**src/rtl/rmii_tx_arbiter.sv**
```systemverilog
// rmii_tx_arbiter: round-robin frame scheduler feeding one RMII TX MAC byte port from two frame FIFOs
module rmii_tx_arbiter #(
    parameter int IFG_CYCLES = 48,
    parameter int MAX_BYTES  = 1522
) (
    input  logic        REF_CLK,
    input  logic        arst_n,
    input  logic        src0_frame_rdy,
    input  logic        src0_empty,
    input  logic [7:0]  src0_dout,
    input  logic        src0_eod,
    output logic        src0_rden,
    input  logic        src1_frame_rdy,
    input  logic        src1_empty,
    input  logic [7:0]  src1_dout,
    input  logic        src1_eod,
    output logic        src1_rden,
    input  logic        tx_ready,
    output logic [7:0]  tx_data,
    output logic        tx_valid,
    output logic        tx_last,
    output logic [1:0]  grant,
    output logic [15:0] frame_count_gray,
    output logic [15:0] trunc_count_gray
);
    localparam logic [2:0] IDLE  = 3'd0;
    localparam logic [2:0] FETCH = 3'd1;
    localparam logic [2:0] HOLD  = 3'd2;
    localparam logic [2:0] WAIT  = 3'd3;
    localparam logic [2:0] DRAIN = 3'd4;
    localparam logic [2:0] GAP   = 3'd5;

    logic [2:0]  state;
    logic        last_grant, trunc, drain_ph, armed;
    logic [10:0] byte_cnt;
    logic [7:0]  gap_cnt;
    logic [15:0] frame_cnt, trunc_cnt;
    logic        pick, sel, cur_empty, cur_eod, take, hs, at_max, rd;
    logic [7:0]  cur_dout;

    // Source selection; in IDLE the candidate is the one about to be granted, else the active grant
    always_comb begin
        pick      = (src0_frame_rdy && src1_frame_rdy) ? ~last_grant : src1_frame_rdy;
        sel       = (state == IDLE) ? pick : grant[1];
        cur_empty = sel ? src1_empty : src0_empty;
        cur_eod   = sel ? src1_eod : src0_eod;
        cur_dout  = sel ? src1_dout : src0_dout;
        hs        = tx_valid && tx_ready;
        at_max    = byte_cnt == 11'(MAX_BYTES - 1);
        take      = armed && (state == IDLE) && (src0_frame_rdy || src1_frame_rdy) && !cur_empty;
        rd        = take || (state == HOLD && hs && !tx_last && !cur_empty) ||
                    (state == WAIT && !cur_empty) || (state == DRAIN && !drain_ph && !cur_empty);
        src0_rden = rd && !sel;
        src1_rden = rd && sel;
    end

    assign frame_count_gray = frame_cnt ^ (frame_cnt >> 1);
    assign trunc_count_gray = trunc_cnt ^ (trunc_cnt >> 1);

    // Frame FSM: grant, fetch/hold each byte, drain truncated tails, then hold off for the gap
    always_ff @(posedge REF_CLK or negedge arst_n) begin
        if (!arst_n) begin
            state      <= IDLE;
            armed      <= 1'b0;
            last_grant <= 1'b1;
            grant      <= 2'b00;
            tx_data    <= 8'h00;
            tx_valid   <= 1'b0;
            tx_last    <= 1'b0;
            trunc      <= 1'b0;
            drain_ph   <= 1'b0;
            byte_cnt   <= 11'd0;
            gap_cnt    <= 8'd0;
            frame_cnt  <= 16'd0;
            trunc_cnt  <= 16'd0;
        end else begin
            armed <= 1'b1;
            case (state)
                IDLE: if (take) begin
                    grant      <= pick ? 2'b10 : 2'b01;
                    last_grant <= pick;
                    byte_cnt   <= 11'd0;
                    state      <= FETCH;
                end
                FETCH: begin
                    tx_data  <= cur_dout;
                    tx_valid <= 1'b1;
                    tx_last  <= cur_eod || at_max;
                    trunc    <= at_max && !cur_eod;
                    byte_cnt <= byte_cnt + 11'd1;
                    state    <= HOLD;
                end
                HOLD: if (hs) begin
                    tx_valid <= 1'b0;
                    tx_last  <= 1'b0;
                    if (tx_last && trunc) begin
                        drain_ph <= 1'b0;
                        state    <= DRAIN;
                    end else if (tx_last) begin
                        frame_cnt <= frame_cnt + 16'd1;
                        gap_cnt   <= 8'(IFG_CYCLES - 1);
                        grant     <= 2'b00;
                        state     <= GAP;
                    end else begin
                        state <= cur_empty ? WAIT : FETCH;
                    end
                end
                WAIT: if (!cur_empty) state <= FETCH;
                DRAIN: if (!drain_ph) begin
                    drain_ph <= !cur_empty;
                end else if (cur_eod) begin
                    trunc_cnt <= trunc_cnt + 16'd1;
                    frame_cnt <= frame_cnt + 16'd1;
                    gap_cnt   <= 8'(IFG_CYCLES - 1);
                    grant     <= 2'b00;
                    state     <= GAP;
                end else begin
                    drain_ph <= 1'b0;
                end
                GAP: if (gap_cnt == 8'd0) state <= IDLE; else gap_cnt <= gap_cnt - 8'd1;
                default: state <= IDLE;
            endcase
        end
    end
endmodule

```
**config.mk**
```make
export PLATFORM = sky130hd
export DESIGN_NAME = rmii_tx_arbiter
export DESIGN_NICKNAME = d
export VERILOG_FILES = /design/src/rtl/rmii_tx_arbiter.sv
export SDC_FILE = /design/constraint.sdc
export NUM_CORES = 1
export LEC_CHECK = 0
export ABC_AREA = 1
export ABC_CLOCK_PERIOD_IN_PS = 1710
export BUFFER_PORTS_ARGS = -buffer_cell sky130_fd_sc_hd__buf_2
export CAP_MARGIN = 0
export CELL_PAD_IN_SITES_DETAIL_PLACEMENT = 1
export CELL_PAD_IN_SITES_GLOBAL_PLACEMENT = 1
export CORE_MARGIN = 2
export CORE_UTILIZATION = 30
export DETAILED_ROUTE_END_ITERATION = 8
export PLACE_DENSITY = 0.66
export REMOVE_ABC_BUFFERS = 1
export SETUP_SLACK_MARGIN = 0.5
export SYNTH_ARGS = -nofsm -noshare
export SYNTH_HDL_FRONTEND = slang
export SYNTH_SLANG_ARGS = --single-unit
```
**constraint.sdc**
```tcl
create_clock -name REF_CLK -period 1.71 [get_ports REF_CLK]
set_input_delay 0 -clock REF_CLK [delete_from_list [all_inputs] [get_ports REF_CLK]]
set_output_delay 0 -clock REF_CLK [all_outputs]
set_load 0.02 [all_outputs]
```
# Yosys cells after proc, flatten, opt, wreduce, memory -nomap -nowiden
# Cells that the tools add are included.
[totals]
register_bits = 70
latchBits = 0
mem_bits_rw = 0
mem_bits_ro = 0
input_bits = 25
out_inout_bits = 46
memories = 0
[classes]
add_sub_neg = 4
mul = 0
n_div = 0
n_lt_le_gt_ge = 0
n_eq_ne = 16
n_shift = 0
mux = 46
bitwise = 3
n_reduce_logical = 41
[ops]
columns = ["operator", "count"]
rows = [
  ["$mux 16", 5],
  ["$mux 8", 7],
  ["$add 16x1->16 const B", 2],
  ["$pmux 16 s2", 1],
  ["$xor 16x15->16", 2],
  ["$mux 3", 8],
  ["$pmux 8 s3", 1],
  ["$pmux 11 s2", 1],
  ["$ne 2x2->1 const B", 9],
  ["$pmux 3 s6", 1],
  ["$mux 2", 8],
  ["$logic_and 1x1->1", 15],
  ["$reduce_and 7->1", 2],
  ["$reduce_and 6->1", 2],
  ["$add 11x1->11 const B", 1],
  ["$eq 11x11->1 const B", 1],
  ["$mux 11", 1],
  ["$mux 1", 9],
  ["$logic_not 8->1", 1],
  ["$sub 8x1->8 const B", 1],
  ["$eq 3x2->1 const B", 2],
  ["$eq 3x3->1 const B", 2],
  ["$pmux 1 s2", 3],
  ["$pmux 2 s3", 1],
  ["10 further kinds", 24],
]

# Depth between registers and ports, before layout
# Gate-level depths: netlist (run 1).
[depth]
ltp_word = 10
mapped_depth = 13
depth_no_buf = 12

# Worst setup path after synthesis (run 1)
# Ideal clock, no wire load.
[synth_timing]
path_kind = "reg2reg"
from = "register state[0]"
to = "register frame_cnt[14]"
arrival_time_ps = 1537
required_time_ps = 1593
path_slack_ps = 57
path_stages_with_launch = 14
n_path_buf = 1
cell_sequence = "dfrtp_1 inv_2 nand2_2 nor2_1 nand2_2 nand2_2 nand2_2 nand3_2 nand2_2 inv_2 nand2_4 buf_6 nand2_1 nand2_1"
[synth_between]
elab_chain_len = 5
word_cells_on_any_way = 13
classes_between = "eq/ne (7); mux (3); reduce/logical (3)"
[synth_lines]
columns = ["element", "line_no", "text"]
rows = [
  ["start: declaration", "33", "logic [2:0] state;"],
  ["start signal: assignment", "105", "state <= cur_empty ? WAIT : FETCH;"],
  ["$logic_not 3->1", "44", "sel = (state == IDLE) ? pick : grant[1];"],
  ["$mux 1", "44", ""],
  ["$mux 1", "46", "cur_eod = sel ? src1_eod : src0_eod;"],
  ["$ne 2x2->1 (no source line)", "--", ""],
  ["$reduce_and 6->1 (no source line)", "--", ""],
  ["end signal: assignment", "100", "frame_cnt <= frame_cnt + 16'd1;"],
  ["end signal: assignment", "113", "frame_cnt <= frame_cnt + 16'd1;"],
  ["end: declaration", "37", "logic [15:0] frame_cnt, trunc_cnt;"],
]
# Parallel ways exist; a longest one is shown, timed or not.
# A chain may end at the register's enable or synchronous reset.

# Worst setup path in the final report (run 1)
[layout_timing]
from = "register state[1]"
to = "output port src1_rden"
[layout_between]
elab_chain_len = 9
word_cells_on_any_way = 20
classes_between = "eq/ne (3); mux (2); reduce/logical (15)"
[layout_lines]
columns = ["element", "line_no", "text"]
rows = [
  ["$logic_not 3->1", "44, 50", ""],
  ["$mux 1", "44", ""],
  ["$mux 1", "45", "cur_empty = sel ? src1_empty : src0_empty;"],
  ["$logic_not 1->1", "50, 51, 52", ""],
  ["$logic_and 1x1->1, on equally long branches", "50, 51", ""],
  ["$logic_or 1x1->1 (2 in a row)", "51", "rd = take || (state == HOLD && hs && !tx_last && !cur_empty) ||"],
  ["$logic_or 1x1->1", "52", "(state == WAIT && !cur_empty) || (state == DRAIN && !drain_ph && !cur_empty);"],
  ["$logic_and 1x1->1 (*)", "54", "src1_rden = rd && sel;"],
  ["end: declaration", "17", "output logic src1_rden,"],
]
# Mark *: on every way between the ends. The rest lies on a longest branch, timed or not.

==> results.md, run 1 <==
* Core area at 0.0138 mm²
* RR Startpoint: state[1]$_DFFE_PN0P_
* 1st-iter DRT viols at 184
* Root buffer cell: clkbuf_16
* CTS max path bufs at 2
* Drt wl/cell at 17.6 µm
* Crit path DAT at 1770 ps
* CTS tree: yes
* Cell variety after synth at 33
* Worst skew pair latency at 350 ps
* CP top delay family: simple AND/OR/NAND/NOR gates
* Layout cell share with drive strength beyond 1 at 0.453
* Clock Skews at 8.28 ps
* HPWL Detailed at 8.92 mm
* Run status: finished with violations
* Clk pin slew, worst setup/hold paths at 60 ps
* Crit path from: state[1]$_DFFE_PN0P_
* Sink Count at 70
* Post-Route WL at 16.2 mm
* Violated checks: negative hold slack, negative setup slack
* Setup WS pre-CTS at -206 ps
* Total number of vias at 4455
* Num CTS Buffers at 9
* Seq cells post-synth at 70
* Vias in the first global route at 4453
* Worst Hold Launch: tx_ready
* Effective utilization at floorplan at 0.305
* Tmin final at 1770 ps
* Worst EP required at 1710 ps
* Initial antenna violation count at 3
* Fin. Hold Viols at 1
* Crit path max fanout at 5
* Die height at 122 µm
* Post-synthesis sequential area ratio at 0.418
* Synth warn at 0
* Final Setup Violations at 6
* Leak Pwr at 0.00347 µW
* Worst hold slack at -2.16 ps
* HP Class: in -> reg
* Layout area overhead at 70.4%
* Maximum VDD drop at 0.696 mV
* Ys async rst share at 1.00
* Nets at 785
* Tot GR Track Use at 0.191
* Chip width at 122 µm
* Pwr dens at 1440 mW/mm²
* Setup ws final at -61.2 ps
* Max Clk Rate at 565 MHz
* CP max-delay cell: dfrtp_2
* Crit Path Class: reg -> out
* # DRC at 0
* Syn Area/Cell at 7.89 µm²
* Post-route antenna net violation count at 0
* First-pass GRT wire length at 22.2 mm
* Crit start category: register
* RSZ-0062 raised after global routing: yes
* Most frequent cells in the layout: 163 x nand2_1, 80 x buf_4, 49 x buf_6, 44 x dfrtp_1, 40 x buf_2
* Synth Cell Area at 0.00420 mm²
* Critical Path, Cell by Cell: nor2_4 > nand2_4 > nand2_4 > buf_4 > nand3_4 > buf_4 > nor2_4 > buf_6
* Buf/Inv on CP at 3
* Pin count of the biggest net entering global routing at 71
* DR vias/cell at 4.86
* RD Place Congestion at 0.817
* Most common cell after layout, fill and taps aside: nand2_1
* Predominant post-synthesis flop cell: dfrtp_1
* Max incr delay on CP at 470 ps
* Gr ovfl total at 0
* Die area at 0.0150 mm²
* Htree depth at 3
* Fin crit share at 1.04
* Max cap viols at 0
* Top Ports at 71
* Pwr Total at 10300 µW
* I/O Buffers at 70
* Crit end category: output pin
* Final slew viol count at 0
* Post-synth EDFFs at 0
* Router iterations before antenna repair at 4
* Synth Instances at 532
* FP Rows at 43
## Yosys cell counts (2+ instances only)
cell type  count  area share
clkbuf_1       4      0.0036
nand3_1       23       0.027
ha_1          32       0.095
nor2_2         2      0.0030
o21ai_0       41       0.049
a31oi_1        2      0.0030
buf_6          2      0.0054
xor2_1        20       0.042
nand2_2        5      0.0075
nor3_1        10       0.012
o32ai_1        2      0.0042
nand2_1      179        0.16
nand3b_1       2      0.0036
buf_4          3      0.0054
nand3_2        2      0.0048
a21oi_1        2      0.0024
nor2_1        41       0.037
nand4_1       14       0.021
inv_1         42       0.038
xnor2_1       16       0.033
buf_2          3      0.0036
inv_2          6      0.0054
dfrtp_1       69        0.41
## state kept, by name (all words and copies together) (netlist names)
name	count
tx_last	1
grant	2
last_grant	1
armed	1
drain_ph	1
frame_cnt	16
byte_cnt	11
trunc_cnt	16
trunc	1
gap_cnt	8
state	3
tx_data	8
tx_valid	1
## worst register-to-register path, cell delays in order (launching register included)
cell     delay (ps)
dfrtp_2         470
inv_4           100
nand2_4          80
nor2_4          170
buf_4           140
buf_6           110
nand3_4         110
nand2_8         130
inv_8            50
buf_4           120
o21ai_0          60
nand2_1          80
## logic make-up after synthesis
family                   synth area share
AND/OR/NAND/NOR                     0.284
adder cells (fa/ha/maj)            0.0954
AO/OA/AOI/OAI                      0.0662
buffers and inverters              0.0608
other                            0.000893
XOR/XNOR                           0.0751
flip-flops                          0.418
## power breakdown
part | internal (µW) | switching, µW | leakage (µW) | total [µW]
Clock | 1010 | 752 | 0.000132 | 1770
Sequential | 2070 | 435 | 0.000879 | 2510
Combinational | 2770 | 3290 | 0.00246 | 6060
Total | 5850 | 4480 | 0.00347 | 10300
## layer usage
metal	share of wire	global-route usage
met2	0.53	0.326
met3	0.033	0.0479
met4	0.029	0.0611
met5	0	0
met1	0.40	0.236
## worst paths after layout
path | endpoint | slack, ps | cells past startpoint
worst max-delay path | src1_rden | -60 | 8
worst min-delay path | tx_valid$_DFFE_PN0P_ | -2 | 4
worst max register to register | gap_cnt[2]$_DFFE_PN0P_ | -20 | 11
worst min register to register | grant[0]$_DFFE_PN0P_ | 470 | 2
max in group asynchronous | last_grant$_DFFE_PN1P_ | 1130 | 3
min in group asynchronous | frame_cnt[8]$_DFFE_PN0P_ | 180 | 3
## final cells by class
class,count,area [µm²]
sequential,70,1780
clock buffer,12,246
tap,180,225
antenna,3,7.51
multi-input combinational,402,2940
inverter,48,193
fill,1607,6620
clock inverter,4,22.5
timing repair buffer,197,1730
## what timing repair did
item | 4_1_cts | 5_1_grt
hold buffers | 16 | 2
hold endpoints to repair | 79 | 2
endpoints found under the setup margin | 99 | 98
pin swaps | 24 | 34
buffers inserted | 10 | 52
gates cloned | 1 | 1
resized for setup | 84 | 188
## metrics by stage
stage	TNS, ps	cell area [µm²]	utilization	cells
after detailed placement	-3040	5070	0.368	815
after global placement	-1270	5070	0.368	815
after floorplan	-5240	4120	-	520
after CTS	-261	5950	0.432	858
after global routing	-3110	7150	0.519	916
final	-153	7150	0.519	916
Power figures use the tool's default switching activity.
==> run 2, diff against run 1 <==
SETUP_SLACK_MARGIN = unset   (was 0.5)
==> run 2 against run 1 <==
The flow still finishes with violations (negative hold slack, negative setup slack). Die area unchanged. Worst hold slack got worse by 0.61 ps. Combinational power is 22% lower. Clock skew is 0.61 ps lower. Register-to-register slack lost 20 ps. Via count fell by 7.6%. Maximum frequency down 0.16%. Sequential power is 4% lower. Count of clock-buffer cells in the layout unchanged. Critical endpoint is now src0_rden. Highest routed layer unchanged.
==> results.md, run 2 (synthesized netlist as in run 1, its figures left out) <==
* Layout cell share with drive strength beyond 1 at 0.313 (was 0.453)
* Layout area overhead at 43.1% (was 70.4%)
* Multi-input gate area at 0.00247 mm² (was 0.00294 mm²)
* Clock Skews at 7.67 ps (was 8.28 ps)
* Sink Count at 70 (unchanged)
* Post-route antenna net violation count at 0 (unchanged)
* Most common cell after layout, fill and taps aside: nand2_1 (unchanged)
* CTS tree: yes (unchanged)
* Nets at 739 (was 785)
* Chip width at 122 µm (unchanged)
* HP Class: in -> reg (unchanged)
* Total number of vias at 4118 (was 4455)
* Worst skew pair latency at 350 ps (about the same)
* Num CTS Buffers at 9 (unchanged)
* Vias in the first global route at 4392 (was 4453)
* Die height at 122 µm (unchanged)
* Most frequent cells in the layout: 160 x nand2_1, 68 x buf_2, 67 x dfrtp_1, 54 x buf_4, 39 x inv_1 (was 163 x nand2_1, 80 x buf_4, 49 x buf_6, 44 x dfrtp_1, 40 x buf_2)
* Crit end category: output pin (unchanged)
* Final Setup Violations at 21 (was 6)
* Initial antenna violation count at 0 (was 3)
* Max Clk Rate at 564 MHz (was 565 MHz)
* Register area at 0.00176 mm² (was 0.00178 mm²)
* Pwr Total at 8880 µW (was 10300 µW)
* Post-Route WL at 13.3 mm (was 16.2 mm)
* Max cap viols at 0 (unchanged)
* Pin count of the biggest net entering global routing at 71 (unchanged)
* Worst EP required at 1710 ps (about the same)
* Root buffer cell: clkbuf_16 (unchanged)
* FP Rows at 43 (unchanged)
* # diodes at 0 (was 3)
* Die area at 0.0150 mm² (unchanged)
* Crit path from: state[1]$_DFFE_PN0P_ (unchanged)
* Fin. Hold Viols at 1 (unchanged)
* Worst hold slack at -2.78 ps (was -2.16 ps)
* Tot GR Track Use at 0.183 (was 0.191)
* Router iterations before antenna repair at 4 (unchanged)
* 1st-iter DRT viols at 156 (was 184)
* Crit Path Class: reg -> out (unchanged)
* Top Ports at 71 (unchanged)
* Core area at 0.0138 mm² (unchanged)
* Violated checks: negative hold slack, negative setup slack (unchanged)
* Crit start category: register (unchanged)
* Htree depth at 3 (unchanged)
* I/O Buffers at 70 (unchanged)
* Fin Setup TNS at -456 ps (was -153 ps)
* CP dominant cell by count: nor2_4
* Filler cells at 1699 (was 1607)
* Pwr dens at 1480 mW/mm² (was 1440 mW/mm²)
* # DRC at 0 (unchanged)
* Final slew viol count at 0 (unchanged)
* Fin crit share at 1.04 (about the same)
* Drt wl/cell at 15.3 µm (was 17.6 µm)
* Effective utilization at floorplan at 0.305 (unchanged)
* CTS max path bufs at 2 (unchanged)
* CP max-delay cell: dfrtp_2 (unchanged)
* Critical Path, Cell by Cell: nor2_4 > nand2_4 > nor3_4 > buf_4 > nor2_1 > o211a_4 > nor2_4 > buf_6 (was nor2_4 > nand2_4 > nand2_4 > buf_4 > nand3_4 > buf_4 > nor2_4 > buf_6)
* Worst Hold Launch: src1_dout[4] (was tx_ready)
* RSZ-0062 raised after global routing: yes (unchanged)
* Max incr delay on CP at 460 ps (was 470 ps)
* Crit path DAT at 1770 ps (about the same)
* Maximum VDD drop at 0.655 mV (was 0.696 mV)
* HPWL Detailed at 8.92 mm (unchanged)
* Run status: finished with violations (unchanged)
* RD Place Congestion at 0.817 (unchanged)
* Tmin final at 1770 ps (about the same)
* First-pass GRT wire length at 21.3 mm (was 22.2 mm)
* Gr ovfl total at 0 (unchanged)
* Leak Pwr at 0.00325 µW (was 0.00347 µW)
* Clk pin slew, worst setup/hold paths at 60 ps (about the same)
* Biggest regs: frame_cnt: 16 flops, trunc_cnt: 16 flops, byte_cnt: 11 flops (unchanged)
* DR vias/cell at 4.75 (was 4.86)
* Setup ws final at -64.1 ps (was -61.2 ps)
* Crit path max fanout at 5 (unchanged)
* RR Startpoint: state[0]$_DFFE_PN0P_ (was state[1]$_DFFE_PN0P_)
run 2: cell count changes in the layout (fill, tap and decap cells not counted), sizes merged:
cell | before | now
diode | 3 | 0
buf | 178 | 134
dlygate4sd3 | 18 | 16
run 2: critical path, delay by kind of cell (launching register included):
family / cells / cell delay, ps
simple gates: 5 / 530
flops: 1 / 460
compound gates: 1 / 170
buf+inv: 2 / 260
run 2: per-stage QoR:
stage | cell area [µm²] | hold WS [ps] | worst slack, ps | cells | utilization
2_1_floorplan | 4120 | -296 | -416 | 520 | -
3_3_place_gp | 5070 | 63.3 | -89.5 | 815 | 0.368
3_5_place_dp | 5070 | 67.5 | -206 | 815 | 0.368
4_1_cts | 5660 | 3.98 | -77.7 | 855 | 0.411
5_1_grt | 6010 | 17.0 | -173 | 867 | 0.436
6_report | 6010 | -2.78 | -64.1 | 867 | 0.436
run 2: routing by layer:
layer	GRT usage	up-vias	routed length (µm)
met5	0	-	0
li1	-	2020	-
met3	0.0428	15	376
met1	0.221	2030	5770
met2	0.322	53	6920
met4	0.0560	0	194
run 2: layout make-up:
type / count / share of cell area
Sequential cell: 70 / 0.292
Tap cell: 180 / 0.0375
Inverter: 48 / 0.0317
Multi-Input combinational cell: 402 / 0.411
Timing Repair Buffer: 151 / 0.183
Clock buffer: 12 / 0.0410
Clock inverter: 4 / 0.00375
run 2: worst paths after layout:
check,to,slack (ps),cells after the start
min in group asynchronous,frame_cnt[9]$_DFFE_PN0P_,200,3
worst min-delay path,tx_data[4]$_DFFE_PN0P_,-3,3
worst max register to register,frame_cnt[14]$_DFFE_PN0P_,-40,11
max in group asynchronous,last_grant$_DFFE_PN1P_,1140,3
worst min register to register,grant[0]$_DFFE_PN0P_,480,2
worst max-delay path,src0_rden,-60,8
run 2: timing repair:
action                                  CTS  global route
cloned                                    0             1
endpoints found under the setup margin   42            65
endpoints found under the hold margin    78             0
setup buffers                             8            11
pin swaps                                 5            21
resized for setup                        23            67
hold buffers                             16             0
run 2: report_power, final:
group | switching [µW] | total, µW | internal [µW]
Clock | 731 | 1750 | 1010
Sequential | 350 | 2410 | 2060
Combinational | 2740 | 4720 | 1980
Total | 3820 | 8880 | 5060
